$ cat src/rtl/tribus_pkg.sv
// Shared types and constants for the tribus lane controller.
// Optional receive synchronizer is selected by TRIBUS_RX_SYNC_EN.
package tribus_pkg;

  typedef enum logic [1:0] {
    StIdle   = 2'd0,
    StDrive  = 2'd1,
    StTurn   = 2'd2,
    StSample = 2'd3
  } state_e;

  localparam int unsigned DefDriveCycles = 2;
  localparam int unsigned DefTurnCycles  = 1;
  localparam int unsigned SyncStages     = 2;

  function automatic int unsigned max_u(input int unsigned a, input int unsigned b);
    return (a > b) ? a : b;
  endfunction

endpackage

$ cat src/rtl/tribus_rx_sync.sv
// Multi-flop synchronizer for the sampled bus; only built when TRIBUS_RX_SYNC_EN is defined.
module tribus_rx_sync
  import tribus_pkg::*;
#(
  parameter int unsigned Width = 8
) (
  input  logic             clk_i,
  input  logic             rst_ni,
  input  logic [Width-1:0] d_i,
  output logic [Width-1:0] q_o
);

  logic [Width-1:0] stage_q [SyncStages];

  always_ff @(posedge clk_i or negedge rst_ni) begin
    if (!rst_ni) begin
      for (int i = 0; i < SyncStages; i++) stage_q[i] <= '0;
    end else begin
      stage_q[0] <= d_i;
      for (int i = 1; i < SyncStages; i++) stage_q[i] <= stage_q[i-1];
    end
  end

  assign q_o = stage_q[SyncStages-1];

endmodule

$ cat src/rtl/tribus_lane_ctrl.sv
// Sequencer for inverting tristate bus drivers: drive, forced turnaround, and bus sampling.
// Define TRIBUS_RX_SYNC_EN to sample the bus through a synchronizer (SAMPLE then lasts 3 cycles).
module tribus_lane_ctrl
  import tribus_pkg::*;
#(
  parameter int unsigned WIDTH        = 8,
  parameter int unsigned DRIVE_CYCLES = DefDriveCycles,
  parameter int unsigned TURN_CYCLES  = DefTurnCycles
) (
  input  logic             CLK,
  input  logic             RSTB,
  input  logic             tx_valid,
  output logic             tx_ready,
  input  logic [WIDTH-1:0] tx_data,
  input  logic             rx_req,
  output logic             rx_valid,
  output logic [WIDTH-1:0] rx_data,
  output logic [WIDTH-1:0] drv_data,
  output logic             drv_en,
  input  logic [WIDTH-1:0] bus_in,
  output logic             busy
);

  logic [WIDTH-1:0] bus_samp;

`ifdef TRIBUS_RX_SYNC_EN
  localparam int unsigned SampleCycles = SyncStages + 1;

  tribus_rx_sync #(
    .Width(WIDTH)
  ) u_rx_sync (
    .clk_i (CLK),
    .rst_ni(RSTB),
    .d_i   (bus_in),
    .q_o   (bus_samp)
  );
`else
  localparam int unsigned SampleCycles = 1;

  assign bus_samp = bus_in;
`endif

  localparam int unsigned CntMax = max_u(max_u(DRIVE_CYCLES, TURN_CYCLES), SampleCycles);
  localparam int unsigned CntW   = $clog2(CntMax + 1);

  state_e           state_q, state_d;
  logic [CntW-1:0]  cnt_q, cnt_d;
  logic             drv_en_q, drv_en_d;
  logic [WIDTH-1:0] drv_data_q, drv_data_d;
  logic             rx_valid_q, rx_valid_d;
  logic [WIDTH-1:0] rx_data_q, rx_data_d;

  always_comb begin
    state_d    = state_q;
    cnt_d      = cnt_q;
    drv_en_d   = drv_en_q;
    drv_data_d = drv_data_q;
    rx_valid_d = 1'b0;
    rx_data_d  = rx_data_q;
    unique case (state_q)
      StIdle: begin
        // Writes win over reads; a held rx_req is picked up once the turnaround ends.
        if (tx_valid) begin
          drv_data_d = ~tx_data;
          drv_en_d   = 1'b1;
          cnt_d      = CntW'(DRIVE_CYCLES - 1);
          state_d    = StDrive;
        end else if (rx_req) begin
          cnt_d   = CntW'(SampleCycles - 1);
          state_d = StSample;
        end
      end
      StDrive: begin
        if (cnt_q == '0) begin
          drv_en_d = 1'b0;
          cnt_d    = CntW'(TURN_CYCLES - 1);
          state_d  = StTurn;
        end else begin
          cnt_d = cnt_q - CntW'(1);
        end
      end
      StTurn: begin
        if (cnt_q == '0) state_d = StIdle;
        else             cnt_d   = cnt_q - CntW'(1);
      end
      StSample: begin
        drv_en_d = 1'b0;
        if (cnt_q == '0) begin
          rx_data_d  = bus_samp;
          rx_valid_d = 1'b1;
          state_d    = StIdle;
        end else begin
          cnt_d = cnt_q - CntW'(1);
        end
      end
      default: state_d = StIdle;
    endcase
  end

  always_ff @(posedge CLK or negedge RSTB) begin
    if (!RSTB) begin
      state_q    <= StIdle;
      cnt_q      <= '0;
      drv_en_q   <= 1'b0;
      drv_data_q <= '1;
      rx_valid_q <= 1'b0;
      rx_data_q  <= '0;
    end else begin
      state_q    <= state_d;
      cnt_q      <= cnt_d;
      drv_en_q   <= drv_en_d;
      drv_data_q <= drv_data_d;
      rx_valid_q <= rx_valid_d;
      rx_data_q  <= rx_data_d;
    end
  end

  // tx_ready is gated by RSTB so it reads low throughout reset.
  assign tx_ready = (state_q == StIdle) && RSTB;
  assign busy     = (state_q != StIdle);
  assign drv_en   = drv_en_q;
  assign drv_data = drv_data_q;
  assign rx_valid = rx_valid_q;
  assign rx_data  = rx_data_q;

endmodule

$ cat config.mk
export PLATFORM = sky130hd
export DESIGN_NAME = tribus_lane_ctrl
export DESIGN_NICKNAME = d
export VERILOG_FILES = /design/src/rtl/tribus_pkg.sv /design/src/rtl/tribus_rx_sync.sv /design/src/rtl/tribus_lane_ctrl.sv
export SDC_FILE = /design/constraint.sdc
export NUM_CORES = 1
export LEC_CHECK = 0
export ABC_AREA = 1
export CAP_MARGIN = 20
export CORE_ASPECT_RATIO = 1.5
export CORE_MARGIN = 2
export CORE_UTILIZATION = 45
export DETAILED_ROUTE_END_ITERATION = 8
export PLACE_DENSITY = 0.84
export SLEW_MARGIN = 5
export SYNTH_ARGS = -nofsm -noshare
export SYNTH_HDL_FRONTEND = slang
export SYNTH_SLANG_ARGS = --single-unit
$ cat constraint.sdc
create_clock -name CLK -period 3.2 [get_ports CLK]
set_input_delay 0.48 -clock CLK [delete_from_list [all_inputs] [get_ports CLK]]
set_output_delay 0.48 -clock CLK [all_outputs]
set_load 0.01 [all_outputs]
==> impl_results.md, run 1 <==
* IO buf count at 39
* Final #Nets at 171
* Starting Density at approximately 46%
* Pre-antenna DRT Iters at 4
* Slowest-stage cell, CP: clkdlybuf4s50_1
* Vias at roughly 820
* Fmax at ~450 MHz
* Register clock-pin slew on the reported worst setup and hold paths at between 0.1 and 0.15 ns
* Routed Antenna Nets at 0
* Most common cell after layout, fill and taps aside: nand2_1
* Row count at 21
* Total power at ~1.4 mW
* Sequential share of the synthesized area at between 50% and 60%
* Delay-heaviest family, CP: buffers and inverters
* Post-Syn Area at about 1000 um2
* Max_cap viols at 0
* Tcrit/Tclk final at between 60% and 70%
* Hold-fix buffers at CTS at 0
* Clock buffer depth at 2
* Grt total ovfl at 0
* Vias per inst at 4.84
* Status: finished, final reports clean
* CTS tree: done
* Final Hold Vio Count at 0
* Power per standard cell area at 960 nW/um2
* Min-delay worst type: reg2reg
* Layout cells sized above 1 at between 10% and 20%
* Worst R2R Path Depth at 8
* Clock Sinks at 22
* Worst Path Max Fanout at 7
* Slew HR at approximately four fifths
* Leakage at 0.696 nW
* Total track usage at between 10% and 20%
* Max VDD drop at around 0.53 mV
* Setup TNS at 0 ns
* Fill count at 170
* RR Startpoint: cnt_q[0]$_DFFE_PN0P_
* Worst setup EP type: primary output
* Seq cells post-synth at 22
* Worst setup startpoint: state_q[0]$_DFFE_PN0P_
* H-Tree Depth at 1
* Non-Filler Instances at 170
* Worst hold slack at 0.480 ns
* Post-synth top area share at a little over a third
* Setup Buffers After CTS at 0
* Die height at about 62 um
* Startpoint types: register
* Post-synthesis cell type count at 18
* Avg Cell Area, Syn at approximately 9.6 um2
* Top routing layer in use: met4
* CTS Root Cell: clkbuf_4
* ANT cells at 0
* Area of the die at 2640 um2
* WP buf/inv at 2
* Crit path to: tx_ready
* Number of antenna violations at the first check in global routing at 0
* Drt wl/cell at roughly 12 um
* RSZ-0062 raised after global routing: false
* Crit path time final at 2.20 ns
* Met2 WL at approximately 1100 um
* Area grow syn2layout at 42.9%
* Largest stage delay on the critical path at between 0.5 and 0.6 ns
* Final HPWL DP at about 1700 um
* Worst path cell trace: nor2_4 -> inv_1 -> nor2_1 -> clkdlybuf4s50_1
* # placed instances at 166
* Max-slew violations at 0
* Yosys warns at 0
* CP required at between 2 and 3 ns
* Post-Route WL at between 2000 and 2500 um
* Pin count of the biggest net entering global routing at 23
* Top post-synthesis cells by area: dfrtp_1 (35%), dfstp_2 (21%), nand2_1 (17%)
* Reg-to-reg slack, setup at between 1.5 and 2 ns
* Core area at 2180 um2
* DRT met1 WL at ~800 um
* Biggest area consumer among synthesized cells: dfrtp_1
* Die Wd at 42.6 um
* Worst-margin pin slew at 0.327 ns
* Final Setup Violations at 0
* Initial DRC Count at 19
* Commonest non-fill, non-tap cells in the layout: nand2_1 (45), clkdlybuf4s50_1 (39), dfrtp_1 (14), o21ai_2 (8), dfstp_2 (8)
* TritonCTS Buffers at 3
* Routed wl met3 at around 92 um
* Crit Path Class: reg2out
* Hold Path Cell Cnt at 2
* RR Endpoint: rx_data[3]$_DFFE_PN0P_
* GP Congestion at between 0.7 and 0.8
* Number of global-route vias before repair at around 800
* Syn Nets at 128
* # DRC at 0
* Cells after Synth at 105
* Layout Skew at 0.00624 ns
* IO Count at 40
* Levels on crit path at 4
* Post-CTS sizing at 0
* WP data arrival at ~1.7 ns
* First-pass GRT wire length at ~3200 um
* Clk Latency, worst-skew pair at ~0.3 ns
## logic make-up after synthesis
logic type,synth area share [%]
compound gates,9.94
simple gates,24.5
buf+inv,6.21
fa+ha+maj,3.73
flops,55.7
## final cells by class
cell class | count | area (um2) | area share (%)
Tap cell | 23 | 28.8 | 2.00
Multi-Input combinational cell | 73 | 384 | 26.7
Timing Repair Buffer | 40 | 398 | 27.7
Inverter | 8 | 31.3 | 2.17
Clock buffer | 4 | 36.3 | 2.52
Sequential cell | 22 | 561 | 39.0
## synth_stat cells
| cell | number |
|---|---|
| ha_1 | 3 |
| inv_1 | 6 |
| o21ai_2 | 8 |
| a21bo_2 | 1 |
| inv_2 | 1 |
| clkinv_2 | 1 |
| nand2_1 | 45 |
| nand3_1 | 4 |
| dfstp_2 | 8 |
| nor2_4 | 1 |
| buf_6 | 1 |
| nand2_4 | 2 |
| nor2_1 | 3 |
| a21oi_1 | 1 |
| dfrtp_1 | 14 |
| o21ai_0 | 3 |
| buf_12 | 1 |
| nand2_2 | 2 |
## how the worst min path moves through the flow
stage                       startpoint                 endpoint  slack, ns
6_report       drv_data[6]$_DFFE_PN1P_  drv_data[6]$_DFFE_PN1P_       0.48
5_1_grt        drv_data[7]$_DFFE_PN1P_  drv_data[7]$_DFFE_PN1P_       0.50
4_1_cts        drv_data[6]$_DFFE_PN1P_  drv_data[6]$_DFFE_PN1P_       0.48
3_5_place_dp   drv_data[6]$_DFFE_PN1P_  drv_data[6]$_DFFE_PN1P_       0.46
3_3_place_gp   drv_data[6]$_DFFE_PN1P_  drv_data[6]$_DFFE_PN1P_       0.46
2_1_floorplan                     RSTB     cnt_q[0]$_DFFE_PN0P_       0.18
## registers in the layout, indices dropped and copies added, names as in the netlist
name / cells
rx_valid: 1
drv_en: 1
drv_data: 8
cnt_q: 2
rx_data: 8
state_q: 2
## layer usage
metal  track usage (%)  vias up
met5                 0        -
met1              17.1      381
met2              29.7       27
met4              10.3        0
met3              2.89        6
li1                  -      409
## power breakdown
group          total (mW)  internal, mW  switching [mW]
Sequential          0.543         0.445          0.0984
Combinational       0.687         0.353           0.334
Clock               0.152        0.0694          0.0823
## through the flow
step	utilization [%]	cell area, um2	setup slack (ns)
2_1_floorplan	-	1010	1.80
3_3_place_gp	64.3	1400	1.03
3_5_place_dp	64.3	1400	1.03
4_1_cts	66.0	1440	0.987
5_1_grt	66.0	1440	0.876
6_report	66.0	1440	0.997
## worst min-delay path, stage by stage (launching register included)
cell     delay (ns)
dfstp_2        0.39
nand2_2        0.06
o21ai_2        0.04
Note: power is estimated with default switching activity, not from simulation.
==> run 2, diff against run 1 <==
- CORE_UTILIZATION: 45 -> 42
- PLACE_DENSITY: 0.84 -> 0.79
- clock period: 3.2 -> 2.2 ns (I/O delays scaled with it)
==> impl_results.md, run 2 (same netlist as run 1, synthesis figures left out) <==
* IO Count at 40
* Worst setup EP type: primary output
* Post-Route WL at 1970 um
* Largest stage delay on the critical path at ~0.53 ns
* Clock Sinks at 22
* Crit path time final at just over 2 ns
* Worst Path Max Fanout at 7
* RSZ-0062 raised after global routing: false
* Int Pwr at ~1.3 mW
* TritonCTS Buffers at 3
* CP required at ~1.9 ns
* Final Hold Vio Count at 0
* Layout Skew at 0.00359 ns
* Startpoint types: register
* Area grow syn2layout at 42.9%
* Setup Buffers After CTS at 0
* Max VDD drop at 0.694 mV
* Pin count of the biggest net entering global routing at 23
* Min-delay worst type: in2async
* Fmax at between 400 and 500 MHz
* Routed Antenna Nets at 0
* Hold-fix buffers at CTS at 0
* Tcrit/Tclk final at between 90 and 100%
* Status: finished, final reports clean
* Number of global-route vias before repair at 819
* Slowest-stage cell, CP: clkdlybuf4s50_1
* H-Tree Depth at 1
* Number of antenna violations at the first check in global routing at 0
* Layout cells sized above 1 at between 10% and 20%
* Leakage at 0.696 nW
* Final HPWL DP at around 1500 um
* IO buf count at 39
* Clock power share at between 10% and 20%
* Max-slew violations at 0
* WP buf/inv at 2
* Final #Nets at about 170
* Net Switching at ~0.74 mW
* Delay-heaviest family, CP: buffers and inverters
* Worst path cell trace: nor2_4 -> inv_1 -> nor2_1 -> clkdlybuf4s50_1
* Core area at roughly 2300 um2
* Clk Latency, worst-skew pair at around 0.29 ns
* Pre-antenna DRT Iters at 3
* WP data arrival at approximately 1.7 ns
* Most common cell after layout, fill and taps aside: nand2_1
* Fin util at a little under two thirds
* Cell area after layout at 1440 um2
* Slew HR at 79.0%
* Starting Density at ~45%
* Worst-margin pin slew at between 0.3 and 0.4 ns
* Die height at 64.0 um
* Row count at 21
* Max_cap viols at 0
* Sw frac at 37.0%
* Sequential power share at between 30% and 40%
* Initial DRC Count at 4
* Die Wd at ~44 um
* Power per standard cell area at approximately 1400 nW/um2
* First-pass GRT wire length at around 3400 um
* Commonest non-fill, non-tap cells in the layout: nand2_1 (45), clkdlybuf4s50_1 (39), dfrtp_1 (14), o21ai_2 (8), dfstp_2 (8)
* Total track usage at about 16%
* Crit Path Class: reg2out
* Setup TNS at 0 ns
* Dpl cell area at about 1400 um2
* Grt total ovfl at 0
* Vias at between 800 and 900
* Clock buffer depth at 2
* Combinational group share of total power at ~50%
* Register clock-pin slew on the reported worst setup and hold paths at around 0.11 ns
* Post-CTS sizing at 0
* Fill count at between 150 and 200
* GP Congestion at 0.943
* # DRC at 0
* Drt wl/cell at approximately 12 um
* CTS tree: done
* ANT cells at 0
* Final Setup Violations at 0
* Vias per inst at roughly 4.7
* Area of the die at around 2800 um2
* CTS Root Cell: clkbuf_4
run 2: cell type report:
| cell class | instances | area (um2) | share of cell area (%) |
|---|---|---|---|
| clock buffer | 4 | 36.3 | 2.52 |
| inverter | 8 | 31.3 | 2.17 |
| multi-input combinational | 73 | 384 | 26.7 |
| sequential | 22 | 561 | 39.0 |
| tap | 23 | 28.8 | 2.00 |
| timing repair buffer | 40 | 398 | 27.7 |
run 2: power groups by stage:
stage / registers, mW / logic [mW] / clock network, mW
after global placement: 0.785 / 0.988 / 0
final: 0.788 / 1.00 / 0.211
after detailed placement: 0.792 / 1.02 / 0
after CTS: 0.789 / 1.02 / 0.222
after global routing: 0.814 / 1.11 / 0.241
after floorplan: 0.841 / 0.518 / 0
run 2: metrics by stage:
step	total power [mW]	hold slack, ns	instances	setup WS (ns)
floorplan	1.36	0.0344	105	0.945
global placement	1.77	0.461	166	0.351
detailed placement	1.81	0.465	166	0.365
CTS	2.03	0.437	170	0.148
global route	2.17	0.451	170	0.0232
finish	2.00	0.433	170	0.168
run 2: layer usage:
| metal | GRT usage (%) | share of wire, % |
|---|---|---|
| met4 | 7.20 | 1.5 |
| met2 | 26.3 | 52 |
| met1 | 19.6 | 42 |
| met5 | 0 | 0 |
| met3 | 1.98 | 4.6 |
run 2: final timing paths:
kind                                          from                 endpoint  slack (ns)  depth (start not counted)
setup / recovery            state_q[0]$_DFFE_PN0P_                 tx_ready        0.17                          4
hold / removal                                RSTB   rx_data[5]$_DFFE_PN0P_        0.43                          2
setup reg to reg              cnt_q[0]$_DFFE_PN0P_   rx_data[6]$_DFFE_PN0P_        0.82                          8
hold reg to reg            drv_data[6]$_DFFE_PN1P_  drv_data[6]$_DFFE_PN1P_        0.48                          2
max in group asynchronous                     RSTB  drv_data[1]$_DFFE_PN1P_        1.50                          2
min in group CLK           drv_data[6]$_DFFE_PN1P_  drv_data[6]$_DFFE_PN1P_        0.48                          2
run 2: worst register-to-register path, cell delays in order, from the launching register on:
cell and delay (ns):
dfrtp_1 0.40, inv_1 0.09, ha_1 0.26, nand2_2 0.11, inv_2 0.06, nand2_4 0.11, clkinv_2 0.14, nand2_1 0.08
nand2_1 0.05
==> run 3, diff against run 2 <==
- CORE_UTILIZATION: 42 -> 44
- CTS_BUF_LIST: unset -> sky130_fd_sc_hd__clkbuf_2
- PLACE_DENSITY: 0.79 -> 0.82
==> impl_results.md, run 3 (same netlist as run 1, synthesis figures left out) <==
* CP required at roughly 1.9 ns
* Post-Route WL at between 1500 and 2000 um
* Dpl cell area at around 1400 um2
* Number of antenna violations at the first check in global routing at 0
* TritonCTS Buffers at 3
* Startpoint types: register
* RSZ-0062 raised after global routing: false
* Max VDD drop at approximately 0.95 mV
* Vias at 801
* Final Hold Vio Count at 0
* Tcrit/Tclk final at 92.4%
* Most common cell after layout, fill and taps aside: nand2_1
* ANT cells at 0
* Die Wd at around 43 um
* Slew HR at between 80% and 90%
* Starting Density at around 46%
* IO Count at 40
* Reg-to-reg slack, setup at 0.82 ns
* Worst R2R Path Depth at 8
* Worst-margin pin slew at 0.268 ns
* Worst Path Max Fanout at 6
* Max_cap viols at 0
* WP data arrival at approximately 1.7 ns
* Clock buffer depth at 2
* Die height at about 63 um
* Row count at 21
* Clock Sinks at 22
* # DRC at 0
* Fmax at about 490 MHz
* CTS Root Cell: clkbuf_2
* Initial DRC Count at 21
* Final HPWL DP at roughly 1500 um
* H-Tree Depth at 1
* GP Congestion at 0.908
* Min-delay worst type: in2async
* Register clock-pin slew on the reported worst setup and hold paths at approximately 0.22 ns
* Crit Path Class: reg2out
* Vias per inst at between 4 and 5
* Core area at ~2200 um2
* Max-slew violations at 0
* Layout cells sized above 1 at between 20 and 25%
* Area grow syn2layout at 44.7%
* Cell area after layout at 1460 um2
* Power per standard cell area at around 1400 nW/um2
* Commonest non-fill, non-tap cells in the layout: nand2_1 (45), clkdlybuf4s50_1 (39), dfrtp_1 (12), o21ai_2 (8), dfstp_2 (8)
* Layout Skew at between 0.01 and 0.015 ns
* Final #Nets at about 170
* Final Setup Violations at 0
* Worst setup EP type: primary output
* Setup TNS at 0 ns
* Total power at roughly 2.1 mW
* Clk Latency, worst-skew pair at roughly 0.32 ns
* Total track usage at 15.8%
* Worst hold slack at between 0.3 and 0.4 ns
* Routed Antenna Nets at 0
* Pre-antenna DRT Iters at 4
* Grt total ovfl at 0
* CTS tree: done
* Number of global-route vias before repair at 785
* Crit path time final at a little over 2 ns
* Pin count of the biggest net entering global routing at 23
* Status: finished, final reports clean
* IO buf count at 39
* First-pass GRT wire length at 3350 um
* Area of the die at between 2000 and 3000 um2
* Leakage at roughly 0.7 nW
* Drt wl/cell at around 12 um
[run 3: cell types whose count changed in the layout (fill, tap and decap cells not counted)]
cell,delta
dfrtp_2,+2
buf_4,+1
clkbuf_8,-1
bufinv_16,+1
dfrtp_1,-2
clkbuf_4,-3
clkbuf_2,+3
[run 3: repair_timing]
item,CTS,global route
setup endpoints to repair,0,1
hold buffers,0,0
gates resized for setup,0,2
setup buffers,0,1
[run 3: path summary, 6_finish.rpt]
kind / start / end
min reg2reg: drv_data[6]$_DFFE_PN1P_ / drv_data[6]$_DFFE_PN1P_
min in group CLK: drv_data[6]$_DFFE_PN1P_ / drv_data[6]$_DFFE_PN1P_
max: state_q[1]$_DFFE_PN0P_ / tx_ready
max reg2reg: cnt_q[0]$_DFFE_PN0P_ / rx_data[5]$_DFFE_PN0P_
min: RSTB / drv_en$_DFFE_PN0P_
max in group asynchronous: RSTB / drv_data[7]$_DFFE_PN1P_
[run 3: layer usage]
metal	wire [um]	global-route usage (%)
met5	0	0
met4	31	7.58
met3	105	3.47
met2	978	24.6
met1	877	20.7
[run 3: per-stage QoR]
| step | setup WS [ns] | std cells | util (%) |
|---|---|---|---|
| floorplan | 0.945 | 105 | - |
| global placement | 0.356 | 166 | 63.5 |
| detailed placement | 0.359 | 166 | 63.5 |
| CTS | 0.0835 | 170 | 65.6 |
| global route | 0.0126 | 171 | 66.0 |
| finish | 0.167 | 171 | 66.0 |
[run 3: worst max-delay path, cell delays in order, from the launching register on]
cell and delay (ns):
dfrtp_2 0.50, nor2_4 0.19, inv_1 0.07, nor2_1 0.08, clkdlybuf4s50_1 0.53
[run 3: final cells by class]
class	instances	area (um2)
clock buffer	3	15.0
clock inverter	1	30.0
fill	184	749
inverter	8	31.3
multi-input combinational	73	384
sequential	22	563
tap	23	28.8
timing repair buffer	41	405
[run 3: report_power, final]
group | total, mW | internal (mW) | leakage [nW] | switching (mW)
sequential | 0.791 | 0.649 | 0.254 | 0.141
clock | 0.279 | 0.157 | 0.0266 | 0.122
combinational | 1.02 | 0.524 | 0.424 | 0.493
==> edit, RTL diff (flow settings as in run 1) <==
Take the reset off `rx_data_q` and load it in a clocked block of its own.
--- a/src/rtl/tribus_lane_ctrl.sv
+++ b/src/rtl/tribus_lane_ctrl.sv
@@ -105,5 +105,4 @@
       drv_data_q <= '1;
       rx_valid_q <= 1'b0;
-      rx_data_q  <= '0;
     end else begin
       state_q    <= state_d;
@@ -112,6 +111,9 @@
       drv_data_q <= drv_data_d;
       rx_valid_q <= rx_valid_d;
-      rx_data_q  <= rx_data_d;
     end
+  end
+
+  always_ff @(posedge CLK) begin
+    rx_data_q <= rx_data_d;
   end
 
Formal check against the unedited RTL: differs if RSTB is asserted again (counterexample within 4 cycles, from zero or initial values and one cycle with RSTB low); with RSTB held inactive, the same outputs for 10 cycles.
==> edit against run 1 <==
  * Clock power shrank 16%
  * Combinational power shrank 21%
  * Routed wire length decreased by 12%
  * Area after synthesis is 6.6% lower
  * Synthesized cell count fell by 23%
  * Count of clock-buffer cells in the layout unchanged
  * Worst setup slack got worse by 0.017 ns
  * Register-to-register slack worse by 0.44 ns
  * Via count shrank 18%
  * Final area down 4.6%
  * Die area fell by 6.1%
  * Power is 15% lower
  * Sequential cell count is the same
  * Sequential power fell by 7.9%
==> edit: results (changes against run 1) <==
[run_status]
run_status = finished clean

[route]
routed_wl_um = 1840  ; -12%
routed-via-count = 678  ; -18%
drtIter0Drc = 9  ; -10
detail_route.first_pass.iterations = 2  ; -2

[hold_path]
worst_hold_path_type = input pin to asynchronous set/reset pin

[pwr]
power_switching_share_pct = 35.7  ; -1.6 points
ir_worst_vdd_v = 0.000454  ; -14%
power_leakage_nw = 0.593  ; -15%

[final_layout]
layout-drive-gt1-share_pct = 19.4  ; -0.37 points
final_net_count = 148  ; -13%
fillers = 156  ; -8.2%

[sta]
timing.clock.skew_ns = 0.00233  ; -0.00392 ns
tightestPinTransition_ns = 0.760  ; +0.433 ns
timing.final.setup_violations = 0  ; unchanged

[global_routing]
antenna_violations_before_repair = 0  ; unchanged
first_pass_grt_wire_length_um = 2860  ; -11%
grt.total_usage_pct = 17.6  ; +1.4 points
grt_max_degree = 20  ; -13%
via_count_of_the_first_global_routing_pass = 644  ; -19%

[clocking]
htreeDepth = 1  ; unchanged
clk_latency_ns = 0.30  ; about the same
inserted_clock_buffers = 3  ; unchanged
clkTransAtPathRegs_ns = 0.11
cts_setup_buffers = 0  ; unchanged
cts_resized = 0  ; unchanged
clock_path_buffers = 2  ; unchanged

[critical_path]
worst_ep_arrival_time_ns = 1.74  ; +0.02 ns
cp_max_fo = 6  ; -1
slowest_stage = sky130_fd_sc_hd__clkdlybuf4s50_1
worst_path_largest_cell_delay_ns = 0.56  ; +0.03 ns

[yosys]
mappedNetlistNets = 104  ; -19%
synth.area.top_cells = sky130_fd_sc_hd__edfxtp_1 (26%), sky130_fd_sc_hd__dfstp_2 (22%), sky130_fd_sc_hd__dfrtp_1 (16%), sky130_fd_sc_hd__nand2_1 (8.8%), sky130_fd_sc_hd__o21ai_2 (7.4%)
synth_common_cells = sky130_fd_sc_hd__nand2_1 (22), sky130_fd_sc_hd__inv_1 (9), sky130_fd_sc_hd__dfstp_2 (8), sky130_fd_sc_hd__edfxtp_1 (8), sky130_fd_sc_hd__o21ai_2 (8)
synth_edf_count = 8  ; +8
postSynth.topFlopCell = sky130_fd_sc_hd__edfxtp_1
synth-warning-count = 0  ; unchanged
async_reset_ff_share_pct = 63.6  ; -36 points
synth_cell_types = 16  ; -2
synth.yosys.seq_area_share_pct = 63.8  ; +8.2 points

[placed_design]
post_placement_setup_slack_ns = 1.06  ; +0.0285 ns
place.port_buffers = 39  ; unchanged
dpl.hpwl_um = 1460  ; -12%
place_congestion = 0.846  ; +11%
place_area_mm2 = 0.00135  ; -4.0%

edit: logic make-up (layout without fill, tap and decap cells):
family | count (synthesis) | in the layout | share of synthesized area, %
buf+inv | 10 | 53 | 5.72
flops | 22 | 22 | 63.8
fa+ha+maj | 3 | 3 | 3.99
compound gates | 13 | 13 | 10.1
simple gates | 33 | 33 | 16.4
edit: cell type report:
cell class,instances,area share [%]
tap,22,2.01
multi-input combinational,49,20.9
timing repair buffer,40,29.0
clock buffer,4,1.91
inverter,9,2.46
sequential,22,43.8
edit: path summary, 6_finish.rpt:
check | startpoint | to | slack [ns] | cells past startpoint
max in group asynchronous | RSTB | drv_data[5] | 2.47 | 2
min reg2reg | drv_data[4] | drv_data[4] | 0.49 | 2
min | RSTB | state_q[1] | 0.49 | 2
max reg2reg | cnt_q[0] | rx_data[7] | 1.37 | 4
max | state_q[0] | tx_ready | 0.98 | 4
min in group CLK | drv_data[4] | drv_data[4] | 0.49 | 2
edit: worst register-to-register path, stage by stage (launching register included):
cell,delay [ns]
sky130_fd_sc_hd__dfrtp_1,0.42
sky130_fd_sc_hd__inv_1,0.10
sky130_fd_sc_hd__ha_1,0.20
sky130_fd_sc_hd__nand2_1,0.14
sky130_fd_sc_hd__nor2_1,0.62
edit: metrics by stage:
step / utilization [%] / power, mW / instances / hold WS (ns)
2_1_floorplan: - / 0.814 / 81 / 0.184
3_3_place_gp: 67.3 / 1.02 / 142 / 0.469
3_5_place_dp: 67.3 / 1.06 / 142 / 0.476
4_1_cts: 68.6 / 1.18 / 146 / 0.487
5_1_grt: 68.6 / 1.26 / 146 / 0.489
6_report: 68.6 / 1.17 / 146 / 0.490
edit: power groups by stage:
stage | clock, mW | sequential (mW) | combinational, mW
detailed placement | 0 | 0.508 | 0.547
global placement | 0 | 0.500 | 0.524
floorplan | 0 | 0.540 | 0.275
global route | 0.143 | 0.513 | 0.607
finish | 0.128 | 0.500 | 0.540
CTS | 0.133 | 0.502 | 0.549
edit: metal layers:
| layer | wire length, µm | track usage (%) |
|---|---|---|
| met5 | 0 | 0 |
| met4 | 34 | 9.68 |
| met3 | 72 | 2.60 |
| met2 | 998 | 27.7 |
| met1 | 732 | 22.1 |
